`config.mk`:
```
export PLATFORM = sky130hd
export DESIGN_NAME = uc_pipe_flat
export DESIGN_NICKNAME = d
export VERILOG_FILES = /design/src/rtl/uc_pipe_pkg.sv /design/src/rtl/uc_pipe_if.sv /design/src/rtl/uc_pipe_decode.sv /design/src/rtl/uc_pipe.sv /design/src/flat_wrapper.sv
export SDC_FILE = /design/constraint.sdc
export NUM_CORES = 1
export LEC_CHECK = 0
export ABC_AREA = 1
export CAP_MARGIN = 20
export CORE_MARGIN = 2
export CORE_UTILIZATION = 34
export CTS_BUF_LIST = sky130_fd_sc_hd__clkbuf_2
export CTS_CLUSTER_SIZE = 40
export DETAILED_ROUTE_END_ITERATION = 8
export PLACE_DENSITY = 0.67
export SETUP_SLACK_MARGIN = 0.4
export SLEW_MARGIN = 5
export SYNTH_ARGS = -nofsm -noshare
export SYNTH_HDL_FRONTEND = slang
export SYNTH_SLANG_ARGS = --single-unit
```
`constraint.sdc`:
```
create_clock -name clk -period 1.1 [get_ports clk]
set_input_delay 0.22 -clock clk [delete_from_list [all_inputs] [get_ports clk]]
set_output_delay 0.22 -clock clk [all_outputs]
set_load 0.005 [all_outputs]
```
`src/rtl/uc_pipe_pkg.sv`:
```
// Shared control-unit definitions: opcodes, ALUOp codes and the per-stage control bundles.
// Used by uc_decode and uc_pipe.
package uc_pkg;

    localparam int CTRL_ALUOP_W = 3;

    localparam logic [5:0] OP_RTYPE = 6'b000000;
    localparam logic [5:0] OP_MUL   = 6'b011100;
    localparam logic [5:0] OP_LW    = 6'b100011;
    localparam logic [5:0] OP_SW    = 6'b101011;
    localparam logic [5:0] OP_BEQ   = 6'b000100;
    localparam logic [5:0] OP_ADDI  = 6'b001000;
    localparam logic [5:0] OP_ANDI  = 6'b001100;
    localparam logic [5:0] OP_ORI   = 6'b001101;
    localparam logic [5:0] OP_SLTI  = 6'b001010;

    localparam logic [CTRL_ALUOP_W-1:0] ALU_ADD   = 3'b000;
    localparam logic [CTRL_ALUOP_W-1:0] ALU_SUB   = 3'b001;
    localparam logic [CTRL_ALUOP_W-1:0] ALU_AND   = 3'b010;
    localparam logic [CTRL_ALUOP_W-1:0] ALU_OR    = 3'b011;
    localparam logic [CTRL_ALUOP_W-1:0] ALU_SLT   = 3'b100;
    localparam logic [CTRL_ALUOP_W-1:0] ALU_RTYPE = 3'b101;

    typedef struct packed {
        logic                    reg_dst;
        logic                    alu_src;
        logic                    mem_to_reg;
        logic                    reg_write;
        logic                    mem_read;
        logic                    mem_write;
        logic                    branch;
        logic [CTRL_ALUOP_W-1:0] alu_op;
    } ctrl_t;

    // Later stages only carry the fields they still consume.
    typedef struct packed {
        logic mem_to_reg;
        logic reg_write;
        logic mem_read;
        logic mem_write;
        logic branch;
    } mem_ctrl_t;

    typedef struct packed {
        logic mem_to_reg;
        logic reg_write;
    } wb_ctrl_t;

    localparam ctrl_t     CTRL_NOP     = '0;
    localparam mem_ctrl_t MEM_CTRL_NOP = '0;
    localparam wb_ctrl_t  WB_CTRL_NOP  = '0;

    function automatic logic op_legal(input logic [5:0] op);
        case (op)
            OP_RTYPE, OP_MUL, OP_LW, OP_SW, OP_BEQ,
            OP_ADDI, OP_ANDI, OP_ORI, OP_SLTI: op_legal = 1'b1;
            default:                           op_legal = 1'b0;
        endcase
    endfunction

endpackage

```
`src/rtl/uc_pipe_if.sv`:
```
// IF/ID-side inputs and stage control outputs of the pipelined control unit.
// UC_PIPE_ILLEGAL_TRAP_EN adds the ex_illegal / illegal_cnt signals.
interface uc_pipe_if #(
    parameter int RA_W    = 5,
    parameter int ALUOP_W = 3
);
    logic [5:0]         id_op;
    logic               id_valid;
    logic [RA_W-1:0]    id_rs;
    logic [RA_W-1:0]    id_rt;
    logic               mem_branch_taken;
    logic               ex_reg_dst;
    logic               ex_alu_src;
    logic [ALUOP_W-1:0] ex_alu_op;
    logic [RA_W-1:0]    ex_rt;
    logic               mem_branch;
    logic               mem_read;
    logic               mem_write;
    logic               wb_reg_write;
    logic               wb_mem_to_reg;
    logic               pc_write;
    logic               ifid_write;
    logic               ifid_flush;
`ifdef UC_PIPE_ILLEGAL_TRAP_EN
    logic               ex_illegal;
    logic [7:0]         illegal_cnt;

    modport master (
        output id_op, id_valid, id_rs, id_rt, mem_branch_taken,
        input  ex_reg_dst, ex_alu_src, ex_alu_op, ex_rt,
        input  mem_branch, mem_read, mem_write, wb_reg_write, wb_mem_to_reg,
        input  pc_write, ifid_write, ifid_flush, ex_illegal, illegal_cnt
    );
    modport slave (
        input  id_op, id_valid, id_rs, id_rt, mem_branch_taken,
        output ex_reg_dst, ex_alu_src, ex_alu_op, ex_rt,
        output mem_branch, mem_read, mem_write, wb_reg_write, wb_mem_to_reg,
        output pc_write, ifid_write, ifid_flush, ex_illegal, illegal_cnt
    );
`else
    modport master (
        output id_op, id_valid, id_rs, id_rt, mem_branch_taken,
        input  ex_reg_dst, ex_alu_src, ex_alu_op, ex_rt,
        input  mem_branch, mem_read, mem_write, wb_reg_write, wb_mem_to_reg,
        input  pc_write, ifid_write, ifid_flush
    );
    modport slave (
        input  id_op, id_valid, id_rs, id_rt, mem_branch_taken,
        output ex_reg_dst, ex_alu_src, ex_alu_op, ex_rt,
        output mem_branch, mem_read, mem_write, wb_reg_write, wb_mem_to_reg,
        output pc_write, ifid_write, ifid_flush
    );
`endif
endinterface

```
`src/rtl/uc_pipe_decode.sv`:
```
// Combinational ID-stage opcode decoder; unknown opcodes and invalid slots yield CTRL_NOP.
module uc_decode
    import uc_pkg::*;
(
    input  logic [5:0] op,
    input  logic       valid,
    output ctrl_t      ctrl
);

    always_comb begin
        ctrl = CTRL_NOP;
        if (valid) begin
            case (op)
                OP_RTYPE, OP_MUL: begin
                    ctrl.reg_dst   = 1'b1;
                    ctrl.reg_write = 1'b1;
                    ctrl.alu_op    = ALU_RTYPE;
                end
                OP_LW: begin
                    ctrl.alu_src    = 1'b1;
                    ctrl.mem_to_reg = 1'b1;
                    ctrl.reg_write  = 1'b1;
                    ctrl.mem_read   = 1'b1;
                    ctrl.alu_op     = ALU_ADD;
                end
                OP_SW: begin
                    ctrl.alu_src   = 1'b1;
                    ctrl.mem_write = 1'b1;
                    ctrl.alu_op    = ALU_ADD;
                end
                OP_BEQ: begin
                    ctrl.branch = 1'b1;
                    ctrl.alu_op = ALU_SUB;
                end
                OP_ADDI, OP_ANDI, OP_ORI, OP_SLTI: begin
                    ctrl.alu_src   = 1'b1;
                    ctrl.reg_write = 1'b1;
                    case (op)
                        OP_ANDI: ctrl.alu_op = ALU_AND;
                        OP_ORI:  ctrl.alu_op = ALU_OR;
                        OP_SLTI: ctrl.alu_op = ALU_SLT;
                        default: ctrl.alu_op = ALU_ADD;
                    endcase
                end
                default: ctrl = CTRL_NOP;
            endcase
        end
    end

endmodule

```
`src/rtl/uc_pipe.sv`:
```
// Pipelined MIPS control unit: ID decode, ID/EX-EX/MEM-MEM/WB control registers,
// load-use stall and branch flush. UC_PIPE_ILLEGAL_TRAP_EN adds illegal-opcode flag and counter.
module uc_pipe
    import uc_pkg::*;
#(
    parameter int ALUOP_W = 3,
    parameter int RA_W    = 5
) (
    input logic   clk,
    input logic   rst,
    uc_pipe_if.slave bus
);

    ctrl_t           id_ctrl;
    ctrl_t           idex;
    logic [RA_W-1:0] idex_rt;
    mem_ctrl_t       exmem;
    wb_ctrl_t        memwb;
    logic            stall;
    logic            flush;

    uc_decode u_decode (
        .op    (bus.id_op),
        .valid (bus.id_valid),
        .ctrl  (id_ctrl)
    );

    // Load in EX whose destination is a source of the instruction in ID; $zero never hazards.
    assign flush = bus.mem_branch_taken;
    assign stall = idex.mem_read && (idex_rt != '0) && bus.id_valid &&
                   ((idex_rt == bus.id_rs) || (idex_rt == bus.id_rt));

    assign bus.pc_write   = rst || flush || !stall;
    assign bus.ifid_write = rst || flush || !stall;
    assign bus.ifid_flush = !rst && flush;

    always_ff @(posedge clk) begin
        if (rst) begin
            idex    <= CTRL_NOP;
            idex_rt <= '0;
            exmem   <= MEM_CTRL_NOP;
            memwb   <= WB_CTRL_NOP;
        end else begin
            idex    <= (flush || stall) ? CTRL_NOP : id_ctrl;
            idex_rt <= (flush || stall) ? '0 : bus.id_rt;
            if (flush) begin
                exmem <= MEM_CTRL_NOP;
            end else begin
                exmem.mem_to_reg <= idex.mem_to_reg;
                exmem.reg_write  <= idex.reg_write;
                exmem.mem_read   <= idex.mem_read;
                exmem.mem_write  <= idex.mem_write;
                exmem.branch     <= idex.branch;
            end
            memwb.mem_to_reg <= exmem.mem_to_reg;
            memwb.reg_write  <= exmem.reg_write;
        end
    end

    assign bus.ex_reg_dst    = idex.reg_dst;
    assign bus.ex_alu_src    = idex.alu_src;
    assign bus.ex_alu_op     = ALUOP_W'(idex.alu_op);
    assign bus.ex_rt         = idex_rt;
    assign bus.mem_branch    = exmem.branch;
    assign bus.mem_read      = exmem.mem_read;
    assign bus.mem_write     = exmem.mem_write;
    assign bus.wb_reg_write  = memwb.reg_write;
    assign bus.wb_mem_to_reg = memwb.mem_to_reg;

`ifdef UC_PIPE_ILLEGAL_TRAP_EN
    logic       illegal_next;
    logic       ex_illegal_q;
    logic [7:0] illegal_cnt_q;

    // Bubbles from stall or flush are not instructions, so they never count as illegal.
    assign illegal_next = bus.id_valid && !op_legal(bus.id_op) && !stall && !flush;

    always_ff @(posedge clk) begin
        if (rst) begin
            ex_illegal_q  <= 1'b0;
            illegal_cnt_q <= '0;
        end else begin
            ex_illegal_q <= illegal_next;
            if (illegal_next && (illegal_cnt_q != 8'hFF)) begin
                illegal_cnt_q <= illegal_cnt_q + 8'd1;
            end
        end
    end

    assign bus.ex_illegal  = ex_illegal_q;
    assign bus.illegal_cnt = illegal_cnt_q;
`endif

endmodule

```
`src/flat_wrapper.sv`:
```
// flat-port wrapper written by rule: the top's interface ports become plain ports
module uc_pipe_flat import uc_pkg::*;
#(
    parameter int ALUOP_W = 3,
    parameter int RA_W    = 5
)
  (clk, rst, bus_id_op, bus_id_valid, bus_id_rs, bus_id_rt, bus_mem_branch_taken, bus_ex_reg_dst, bus_ex_alu_src, bus_ex_alu_op, bus_ex_rt, bus_mem_branch, bus_mem_read, bus_mem_write, bus_wb_reg_write, bus_wb_mem_to_reg, bus_pc_write, bus_ifid_write, bus_ifid_flush);
  uc_pipe_if #(.RA_W(RA_W), .ALUOP_W(ALUOP_W)) bus_i ();
  input logic clk;
  input logic rst;
  input wire logic [$bits(bus_i.id_op)-1:0] bus_id_op;
  input wire logic [$bits(bus_i.id_valid)-1:0] bus_id_valid;
  input wire logic [$bits(bus_i.id_rs)-1:0] bus_id_rs;
  input wire logic [$bits(bus_i.id_rt)-1:0] bus_id_rt;
  input wire logic [$bits(bus_i.mem_branch_taken)-1:0] bus_mem_branch_taken;
  output wire logic [$bits(bus_i.ex_reg_dst)-1:0] bus_ex_reg_dst;
  output wire logic [$bits(bus_i.ex_alu_src)-1:0] bus_ex_alu_src;
  output wire logic [$bits(bus_i.ex_alu_op)-1:0] bus_ex_alu_op;
  output wire logic [$bits(bus_i.ex_rt)-1:0] bus_ex_rt;
  output wire logic [$bits(bus_i.mem_branch)-1:0] bus_mem_branch;
  output wire logic [$bits(bus_i.mem_read)-1:0] bus_mem_read;
  output wire logic [$bits(bus_i.mem_write)-1:0] bus_mem_write;
  output wire logic [$bits(bus_i.wb_reg_write)-1:0] bus_wb_reg_write;
  output wire logic [$bits(bus_i.wb_mem_to_reg)-1:0] bus_wb_mem_to_reg;
  output wire logic [$bits(bus_i.pc_write)-1:0] bus_pc_write;
  output wire logic [$bits(bus_i.ifid_write)-1:0] bus_ifid_write;
  output wire logic [$bits(bus_i.ifid_flush)-1:0] bus_ifid_flush;
  assign bus_i.id_op = bus_id_op;
  assign bus_i.id_valid = bus_id_valid;
  assign bus_i.id_rs = bus_id_rs;
  assign bus_i.id_rt = bus_id_rt;
  assign bus_i.mem_branch_taken = bus_mem_branch_taken;
  assign bus_ex_reg_dst = bus_i.ex_reg_dst;
  assign bus_ex_alu_src = bus_i.ex_alu_src;
  assign bus_ex_alu_op = bus_i.ex_alu_op;
  assign bus_ex_rt = bus_i.ex_rt;
  assign bus_mem_branch = bus_i.mem_branch;
  assign bus_mem_read = bus_i.mem_read;
  assign bus_mem_write = bus_i.mem_write;
  assign bus_wb_reg_write = bus_i.wb_reg_write;
  assign bus_wb_mem_to_reg = bus_i.wb_mem_to_reg;
  assign bus_pc_write = bus_i.pc_write;
  assign bus_ifid_write = bus_i.ifid_write;
  assign bus_ifid_flush = bus_i.ifid_flush;
  uc_pipe #(.ALUOP_W(ALUOP_W), .RA_W(RA_W)) u_core (.clk(clk), .rst(rst), .bus(bus_i));
endmodule
```
* Yosys cells after proc, flatten, opt, wreduce, memory -nomap -nowiden
Index checks and enable logic that the tools add are counted.
Operators by class: equality and inequality tests 10, multiplexer cells 8, bitwise operators 1, reductions and logical operators 19
Operator list (number):
- 6-bit by 4-bit equality test with 1-bit output (second input constant) | 4
- 3-bit case mux with 3 select lines | 2
- 6-bit equality test (second input constant) | 2
- 5-bit equality test | 2
- 7-bit OR reduction | 1
- 6-bit by 3-bit equality test with 1-bit output (second input constant) | 1
- 6-bit by 5-bit equality test with 1-bit output (second input constant) | 1
- 6-bit zero test | 1
- 1-bit two-way mux | 6
- 2-bit OR reduction | 3
- 6-bit OR reduction | 1
- 5-bit nonzero test | 1
- 1-bit logical AND | 4
- 1-bit logical OR | 4
- 4-bit OR reduction | 1
- 3-bit OR reduction | 1
- 1-bit zero test | 2
- 1-bit inverter | 1
Word-level totals: register bits 20, word-level logic and storage cells 52

* Depth between registers and ports, before layout
Gate-level depths: netlist (run 1).
depth after elaboration 6, depth in mapped cells 9

* By module
A second synthesis (run 1) with hierarchy kept.
Unflattened totals: cells, all modules 174, area total of the unflattened synthesis 1129.8 µm²
By module, submodules not included:
- uc_pipe | instances 1, cells each 124, area each 917.1 µm², seq. area each 440.4 µm²
- uc_decode | instances 1, cells each 50, area each 212.7 µm², seq. area each 0.0 µm²

* Worst setup path before layout (run 1)
OpenSTA, ideal clock, no wires.
path kind reg-to-output, start point register u_core.idex_rt[4] (netlist: u_core.bus.ex_rt[4]), end point output bus_pc_write, data arrival time 1.060 ns, setup slack -0.180 ns, stages on the path, launching flop included 9, cells stage by stage dfxtp_1 -> inv_2 -> nand2_1 -> nand2_1 -> nor2_1 -> nand3_2 -> nand2_2 -> nand3_1 -> buf_4
On the way: longest elaborated chain between the ends 6
RTL lines:
- start: declaration | RTL line uc_pipe.sv:16 | logic [RA_W-1:0] idex_rt;
- start signal: assignment | RTL line uc_pipe.sv:45 | idex_rt <= (flush || stall) ? '0 : bus.id_rt;
- 5-bit nonzero test | RTL line uc_pipe.sv:30 | assign stall = idex.mem_read && (idex_rt != '0) && bus.id_valid &&
- 1-bit logical AND (2 in series) | RTL line uc_pipe.sv:30
- 1-bit logical AND (*) | RTL line uc_pipe.sv:30
- 1-bit zero test (*)
- 1-bit logical OR (*)
- end: declaration | RTL line flat_wrapper.sv:25 | output wire logic [$bits(bus_i.pc_write)-1:0] bus_pc_write;
Every way passes the cells marked *; elsewhere a longest branch is shown, timed or not.

* Worst setup path after layout (run 1)
start point input bus_id_rs[1], end point output bus_pc_write
On the way: longest elaborated chain between the ends 5
RTL lines:
- start: declaration | RTL line flat_wrapper.sv:13 | input wire logic [$bits(bus_i.id_rs)-1:0] bus_id_rs;
- 5-bit equality test | RTL line uc_pipe.sv:31 | ((idex_rt == bus.id_rs) || (idex_rt == bus.id_rt));
- 1-bit logical OR | RTL line uc_pipe.sv:31
- 1-bit logical AND | RTL line uc_pipe.sv:30
- 1-bit zero test | RTL line uc_pipe.sv:33 | assign bus.pc_write = rst || flush || !stall;
- 1-bit logical OR | RTL line uc_pipe.sv:33
No other way between the ends.

==> impl_metrics.csv, run 1 <==
group,metric,value,unit
run_status,status,"finished with violations",
run_status,violations,"negative setup slack",
clocking,cts_root_buffer,"clkbuf_2",
sta,rsz0062_at_grt,"yes",
detailed_routing,drtIter0Drc,24,
sta,hold_viol,0,
clocking,cts_made_buffers,3,
clocking,cts_hold_buf,0,
clocking,cts_tree,"done",
pwr,p_per_area,977,nW/um^2
die,coreArea,2730,um^2
sta,post-route-period-util,144,%
global_route,antenna_found_initial,0,
sta,finalSetupTns,-6.23,ns
cells_and_area,syn_to_final_growth,62.7,%
yosys,synth_cell_type_count,14,
cells_and_area,most-common-layout-cells,"inv_1 (28), nand2_1 (24), nor2_1 (23)",
sta,slew_headroom,86.3,%
cells_and_area,antenna_cells,0,
worst_setup_path,r2r-end,"u_core.bus.ex_alu_op[1]",
worst_setup_path,critPathMaxFanout,2,
worst_setup_path,crit_type,"in -> out",
placement,globalplace.congestion,0.816,
placement,dp_hpwl,1790,um
sta,fmax,0.632,GHz
detailed_routing,post_drt_wl_per_cell,10.4,um
cells_and_area,nets,221,
yosys,synth_warnings,0,
yosys,syn_inst,144,
worst_setup_path,cp.arrival,1.36,ns
die,fp.dieW,57.6,um
yosys,ys_seq_area_share,41.0,%
placement,port-buffer-count,37,
sta,drv_slew,0,
cells_and_area,fin_area,1590,um^2
worst_setup_path,cp.required,0.88,ns
pwr,leakage,0.777,nW
die,dieArea,3320,um^2
yosys,yosysTopAreaCellShare,41.0,%
sta,setup_viol,17,
worst_setup_path,cp-start-kind,"primary input",
clocking,clock_latency,0.31,ns
clocking,htreeDepth,1,
flow_run,maxCapViolations,0,
cells_and_area,largest_reg_flops,5,
cells_and_area,drive_gt1_share,42.5,%
min_path,min_path_cells,3,
yosys,syn_nets,164,
detailed_routing,wirelength,2400,um
min_path,hold_path_class,"in -> reg",
die,die_h,57.6,um
clocking,clk_pin_slew,0.19,ns
global_route,track_usage,14.6,%
worst_setup_path,r2r_slack,-0.43,ns
detailed_routing,vias_per_cell,4.46,
yosys,synth_area_per_cell,6.79,um^2
cells_and_area,final_core_util,58.2,%
global_route,grt_pass1_vias,974,
placement,placed_cells,223,
clocking,cts_num_sinks,20,
yosys,syn-cell-area,977,um^2
global_route,overflow,0,
global_route,grt_first_pass_wirelength,3730,um
sta,clock_skew,0.0156,ns
yosys,yosys_register_bits,20,
pwr,peakVddDrop,0.590,mV
cells_and_area,layout_commonest_cell,"inv_1",
placement,dpl-instance-area,1480,um^2
min_path,hp-start,"rst",
die,rows,19,
global_route,grt_max_degree,13,
detailed_routing,ant_nets,0,
sta,whs,0.123,ns
sta,layout_setup_ws,-0.481,ns
yosys,yosys.area.top_type,"dfxtp_1",
detailed_routing,drt-pass1-iter-count,4,
clocking,clockBufferDepth,2,
worst_setup_path,endpoint_kind,"output port",
die,start_util,35.7,%
sta,worst_pin_slew,0.205,ns
worst_setup_path,r2r-start,"u_core.bus.ex_rt[0]",
die,ios,38,
detailed_routing,drc,0,
detailed_routing,vias,1031,
worst_setup_path,ff2ff_path_depth,12,
yosys,synth_area_leaders,"dfxtp_1 (41%), inv_1 (12%), nor2_1 (12%)",
cells_and_area,fin_cells,231,
sta,period_needed,1.58,ns
min_path,holdPathEnd,"u_core.bus.wb_mem_to_reg",
## area by class of cell
type / instances / area, um^2
Sequential cell: 20 / 422
Timing Repair Buffer: 55 / 455
Clock inverter: 1 / 30.0
Inverter: 33 / 124
Clock buffer: 3 / 15.0
Tap cell: 31 / 38.8
Fill cell: 273 / 1140
Multi-Input combinational cell: 88 / 505
## kinds of logic after synthesis
| family | after synthesis | synth area share (%) |
|---|---|---|
| XOR/XNOR | 2 | 1.79 |
| AND/OR/NAND/NOR | 85 | 41.5 |
| buffers and inverters | 37 | 15.7 |
| flip-flops | 20 | 41.0 |
## per-stage QoR
step / power (mW) / worst slack, ns
after CTS: 1.55 / -0.497
after global routing: 1.63 / -0.586
after global placement: 1.00 / -0.790
after floorplan: 0.859 / -0.0988
after detailed placement: 1.01 / -0.813
final: 1.55 / -0.481
## power by group
group | switching, mW | internal [mW]
logic | 0.130 | 0.152
registers | 0.0117 | 0.730
clock network | 0.217 | 0.314
total | 0.358 | 1.20
## per-layer routing
| layer | track usage (%) | routed length (um) | vias to the layer above |
|---|---|---|---|
| met5 | 0 | 0 | - |
| met4 | 8.64 | 44 | 0 |
| met3 | 2.90 | 150 | 4 |
| met2 | 26.5 | 1310 | 31 |
| met1 | 15.6 | 890 | 458 |
| li1 | - | - | 538 |
## synth_stat cells (all sizes together)
| cell type | count |
|---|---|
| inv | 33 |
| dfxtp | 20 |
| buf | 4 |
| xnor2 | 2 |
| nand4 | 7 |
| nand3 | 7 |
| nand2 | 31 |
| nor2 | 40 |
## repair_timing
action	in CTS	in global routing
cloned	1	0
endpoints found under the setup margin	36	32
pin swaps	9	4
gates resized for setup	94	21
buffers inserted	2	1
## worst max-delay path, cell delays in order
cell and delay [ns]:
clkdlybuf4s50_1 0.50, inv_1 0.05, nand2_1 0.06, nand2_2 0.05, nor2_2 0.12, nand3_2 0.07, nand2_2 0.09, nand3_2 0.07
buf_2 0.13
## how the worst max path moves through the flow
stage                             start           end  slack (ns)  cells after the start
floorplan           u_core.bus.ex_rt[1]  bus_pc_write        -0.1                      8
global placement           bus_id_rs[1]  bus_pc_write       -0.79                      9
detailed placement         bus_id_rs[1]  bus_pc_write       -0.81                      9
CTS                 u_core.bus.ex_rt[0]  bus_pc_write       -0.50                      8
global route        u_core.bus.ex_rt[1]  bus_pc_write       -0.59                      8
finish                     bus_id_rs[1]  bus_pc_write       -0.48                      9
(Power assumes the default switching activity.)
==> run 2, diff against run 1 <==
Settings changed: GPL_TIMING_DRIVEN from default to 0, TNS_END_PERCENT from default to 10.
==> impl_metrics.csv, run 2 (synthesis results as in run 1) <==
group,metric,value,unit
worst_setup_path,critPathMaxFanout,2,
die,ios,38,
clocking,clock_latency,0.30,ns
worst_setup_path,endpoint_kind,"output port",
global_route,overflow,0,
cells_and_area,largest_reg_flops,5,
worst_setup_path,cp-start-kind,"primary input",
clocking,cts_root_buffer,"clkbuf_2",
clocking,clk_pin_slew,0.18,ns
placement,port-buffer-count,37,
sta,hold_viol,0,
sta,post-route-period-util,153,%
sta,rsz0062_at_grt,"yes",
clocking,cts_tree,"done",
placement,placed_cells,212,
sta,setup_viol,17,
detailed_routing,wirelength,2140,um
global_route,grt_max_degree,13,
run_status,status,"finished with violations",
detailed_routing,vias_per_cell,4.35,
detailed_routing,drc,0,
die,dieArea,3320,um^2
cells_and_area,antenna_cells,0,
placement,globalplace.congestion,0.787,
sta,fmax,0.594,GHz
cells_and_area,layout_commonest_cell,"inv_1",
sta,drv_slew,0,
sta,worst_pin_slew,0.223,ns
worst_setup_path,crit_type,"in -> out",
die,start_util,35.7,%
worst_setup_path,cp.required,0.88,ns
cells_and_area,drive_gt1_share,34.9,%
worst_setup_path,cp.arrival,1.46,ns
die,die_h,57.6,um
die,fp.dieW,57.6,um
cells_and_area,nets,210,
pwr,p_per_area,1020,nW/um^2
clocking,cts_num_sinks,20,
detailed_routing,drt-pass1-iter-count,4,
sta,period_needed,1.68,ns
clocking,cts_hold_buf,0,
cells_and_area,syn_to_final_growth,50.4,%
global_route,grt_pass1_vias,911,
min_path,hold_path_class,"in -> reg",
placement,dp_slack,-0.983,ns
pwr,peakVddDrop,0.604,mV
detailed_routing,vias,956,
cells_and_area,fin_cells,220,
sta,slew_headroom,85.1,%
clocking,htreeDepth,1,
sta,clock_skew,0.0104,ns
detailed_routing,drtIter0Drc,26,
run_status,violations,"negative setup slack",
global_route,track_usage,12.8,%
die,rows,19,
cells_and_area,most-common-layout-cells,"inv_1 (29), nand2_1 (27), nor2_1 (23)",
die,coreArea,2730,um^2
pwr,leakage,0.738,nW
detailed_routing,post_drt_wl_per_cell,9.72,um
clocking,cts_made_buffers,3,
detailed_routing,ant_nets,0,
clocking,clockBufferDepth,2,
placement,dp_hpwl,1640,um
sta,layout_setup_ws,-0.583,ns
global_route,grt_first_pass_wirelength,3370,um
global_route,antenna_found_initial,0,
flow_run,maxCapViolations,0,
run 2: changes by cell type in the layout (fill, tap and decap cells not counted), moves of 2 or more:
cell,delta
dfxtp_1,+3
buf_2,-3
nand2_8,-2
dfxtp_2,-2
buf_4,-11
nand2_1,+3
nand2_2,-2
run 2: path summary, 6_finish.rpt:
| path | startpoint | endpoint | slack (ns) | cells past startpoint |
|---|---|---|---|---|
| hold / removal | bus_mem_branch_taken | u_core.bus.ex_rt[1] | 0.26 | 4 |
| setup / recovery | bus_id_rt[1] | bus_pc_write | -0.58 | 10 |
| setup reg to reg | u_core.bus.ex_rt[0] | u_core.bus.ex_reg_dst | -0.27 | 11 |
| hold reg to reg | u_core.idex[6] | u_core.exmem[3] | 0.42 | 2 |
run 2: metrics by stage:
step / total power [mW] / area [um^2] / TNS (ns) / utilization (%) / hold slack [ns]
after floorplan: 0.858 / 992 / -0.108 / - / 0.291
after global placement: 0.974 / 1400 / -9.65 / 51.3 / 0.400
after detailed placement: 0.979 / 1400 / -10.13 / 51.3 / 0.403
after CTS: 1.49 / 1430 / -3.80 / 52.2 / 0.251
after global routing: 1.57 / 1470 / -6.15 / 53.8 / 0.265
final: 1.50 / 1470 / -4.61 / 53.8 / 0.264
run 2: layout make-up:
class                           instances  area, um^2
Fill cell                             289        1260
Multi-Input combinational cell         88         463
Sequential cell                        20         415
Timing Repair Buffer                   40         350
Inverter                               33         124
Tap cell                               31        38.8
Buffer                                  4        33.8
Clock inverter                          1        30.0
Clock buffer                            3        15.0
run 2: what timing repair did:
action / CTS / global route
gates cloned: 0 / 1
setup endpoints to repair: 36 / 32
gates resized for setup: 78 / 13
hold endpoints to repair: 0 / 0
buffers inserted: 1 / 2
pin swaps: 5 / 4
run 2: metal layers:
| layer | routed length, um | global-route usage, % | vias to the layer above |
|---|---|---|---|
| met4 | 0 | 6.31 | 0 |
| met5 | 0 | 0 | - |
| met2 | 1140 | 23.9 | 28 |
| li1 | - | - | 514 |
| met3 | 146 | 2.01 | 0 |
| met1 | 851 | 14.0 | 414 |
run 2: worst max-delay path: stages:
cell and delay [ns]:
clkdlybuf4s50_1 0.47, inv_1 0.06, nand2_1 0.06, nand2_1 0.07
nor2_2 0.13, nand3_2 0.07, nand2_2 0.07, nand3_2 0.08
buf_6 0.13, buf_6 0.10
run 2: where the power goes:
group,internal (mW),switching (mW),total [mW]
Clock,0.314,0.207,0.521
Combinational,0.120,0.115,0.235
Sequential,0.731,0.0112,0.742
Total,1.17,0.334,1.50
==> run 3, diff against run 2 <==
--- a/config.mk
+++ b/config.mk
@@ -8,11 +8,13 @@
 export ABC_AREA = 1
 export CAP_MARGIN = 20
+export CELL_PAD_IN_SITES_DETAIL_PLACEMENT = 0
+export CELL_PAD_IN_SITES_GLOBAL_PLACEMENT = 2
 export CORE_MARGIN = 2
-export CORE_UTILIZATION = 34
+export CORE_UTILIZATION = 20
 export CTS_BUF_LIST = sky130_fd_sc_hd__clkbuf_2
 export CTS_CLUSTER_SIZE = 40
 export DETAILED_ROUTE_END_ITERATION = 8
 export GPL_TIMING_DRIVEN = 0
-export PLACE_DENSITY = 0.67
+export PLACE_DENSITY_LB_ADDON = 0.1
 export SETUP_SLACK_MARGIN = 0.4
 export SLEW_MARGIN = 5
==> constraint.sdc (replaced) <==
create_clock -name clk -period 1.1 [get_ports clk]
set_input_delay 0.22 -clock clk [delete_from_list [all_inputs] [get_ports clk]]
set_output_delay 0.22 -clock clk [all_outputs]
set_load 0.01 [all_outputs]
==> impl_metrics.csv, run 3 (synthesis results as in run 1) <==
group,metric,value,unit
worst_setup_path,crit_type,"reg -> out",
pwr,p_per_area,990,nW/um^2
sta,fmax,0.587,GHz
cells_and_area,drive_gt1_share,36.2,%
placement,dp_hpwl,1760,um
worst_setup_path,cp.required,0.88,ns
detailed_routing,vias,915,
detailed_routing,ant_nets,0,
clocking,cts_made_buffers,3,
die,ios,38,
pwr,leakage,0.722,nW
die,coreArea,4720,um^2
global_route,track_usage,9.05,%
worst_setup_path,cp-start-kind,"flop",
die,start_util,20.7,%
pwr,peakVddDrop,0.370,mV
clocking,cts_tree,"done",
placement,dpl-instance-area,1460,um^2
worst_setup_path,endpoint_kind,"output port",
sta,layout_setup_ws,-0.602,ns
cells_and_area,final_core_util,32.4,%
cells_and_area,most-common-layout-cells,"inv_1 (29), nand2_1 (26), nor2_1 (22)",
detailed_routing,vias_per_cell,3.63,
flow_run,maxCapViolations,0,
sta,worst_pin_slew,0.225,ns
sta,finalSetupTns,-2.53,ns
global_route,antenna_found_initial,0,
global_route,overflow,0,
global_route,grt_first_pass_wirelength,3830,um
cells_and_area,fill_cells,516,
sta,setup_viol,16,
cells_and_area,layout_commonest_cell,"inv_1",
worst_setup_path,critPathMaxFanout,4,
cells_and_area,largest_reg_flops,5,
global_route,grt_max_degree,13,
worst_setup_path,cp.arrival,1.48,ns
global_route,grt_use_met3,1.78,%
global_route,busiest_layer,"met2",
detailed_routing,drc,0,
clocking,clk_pin_slew,0.19,ns
die,dieArea,5460,um^2
cells_and_area,fin_area,1530,um^2
cells_and_area,nets,206,
sta,rsz0062_at_grt,"yes",
run_status,status,"finished with violations",
sta,whs,0.211,ns
cells_and_area,antenna_cells,0,
clocking,cts_root_buffer,"clkbuf_2",
clocking,cts_num_sinks,20,
global_route,use_met2,14.2,%
sta,drv_slew,0,
worst_setup_path,ff2ff_path_depth,9,
cells_and_area,syn_to_final_growth,56.6,%
die,rows,25,
detailed_routing,post_drt_wl_per_cell,8.56,um
sta,post-route-period-util,155,%
clocking,cts_setup_buffers,0,
sta,hold_viol,0,
sta,period_needed,1.70,ns
placement,placed_cells,248,
detailed_routing,wirelength,2160,um
die,die_h,73.9,um
sta,clock_skew,0.00391,ns
clocking,clockBufferDepth,2,
sta,slew_headroom,85.0,%
min_path,hold_path_class,"in -> reg",
run_status,violations,"negative setup slack",
global_route,grt_pass1_vias,910,
detailed_routing,drtIter0Drc,22,
global_route,grt_use_met1,11.9,%
clocking,htreeDepth,1,
die,fp.dieW,73.9,um
cells_and_area,fin_cells,252,
placement,port-buffer-count,37,
min_path,min_path_cells,2,
clocking,clock_latency,0.31,ns
placement,globalplace.congestion,0.833,
detailed_routing,drt-pass1-iter-count,3,
==> run 3: worst max-delay path, cell delays in order, from the launching register on <==
cell	delay, ns
dfxtp_4	0.41
inv_4	0.04
nand2_1	0.06
nand2_2	0.05
nor2_2	0.11
nand3_2	0.10
nand2_4	0.10
nand3_4	0.07
buf_6	0.12
buf_6	0.11
==> run 3: final cells by class <==
type	instances	area (um^2)	share of cell area [%]
Buffer	4	37.5	2.45
Clock buffer	3	15.0	0.981
Clock inverter	1	30.0	1.96
Inverter	33	126	8.26
Multi-Input combinational cell	87	475	31.1
Sequential cell	20	423	27.6
Tap cell	67	83.8	5.48
Timing Repair Buffer	37	339	22.2
==> run 3: final timing paths <==
path	endpoint	slack (ns)	start
worst min-delay path	u_core.bus.wb_reg_write	0.21	rst
worst max-delay path	bus_pc_write	-0.60	u_core.bus.ex_rt[4]
worst max register to register	u_core.idex[6]	-0.12	u_core.bus.ex_rt[4]
worst min register to register	u_core.bus.wb_reg_write	0.42	u_core.exmem[3]
==> run 3: routing by layer <==
layer  vias to the layer above  wire, um
met3                         2       106
met5                         -         0
li1                        502         -
met2                        23       968
met1                       388      1050
met4                         0        26
==> run 3: power by group <==
group / internal (mW) / leakage [nW] / switching, mW
clock: 0.314 / 0.0266 / 0.224
combinational: 0.119 / 0.529 / 0.119
sequential: 0.728 / 0.167 / 0.0116
total: 1.16 / 0.722 / 0.355
==> run 3: stage by stage <==
stage | setup WS [ns] | power [mW]
3_5_place_dp | -1.01 | 0.982
3_3_place_gp | -1.02 | 0.982
6_report | -0.602 | 1.52
5_1_grt | -0.748 | 1.61
4_1_cts | -0.656 | 1.54
2_1_floorplan | -0.142 | 0.859
==> run 3: timing repair <==
item,CTS,global route
resized for setup,85,16
hold buffers,0,0
endpoints found under the setup margin,36,32
pin swaps,10,10
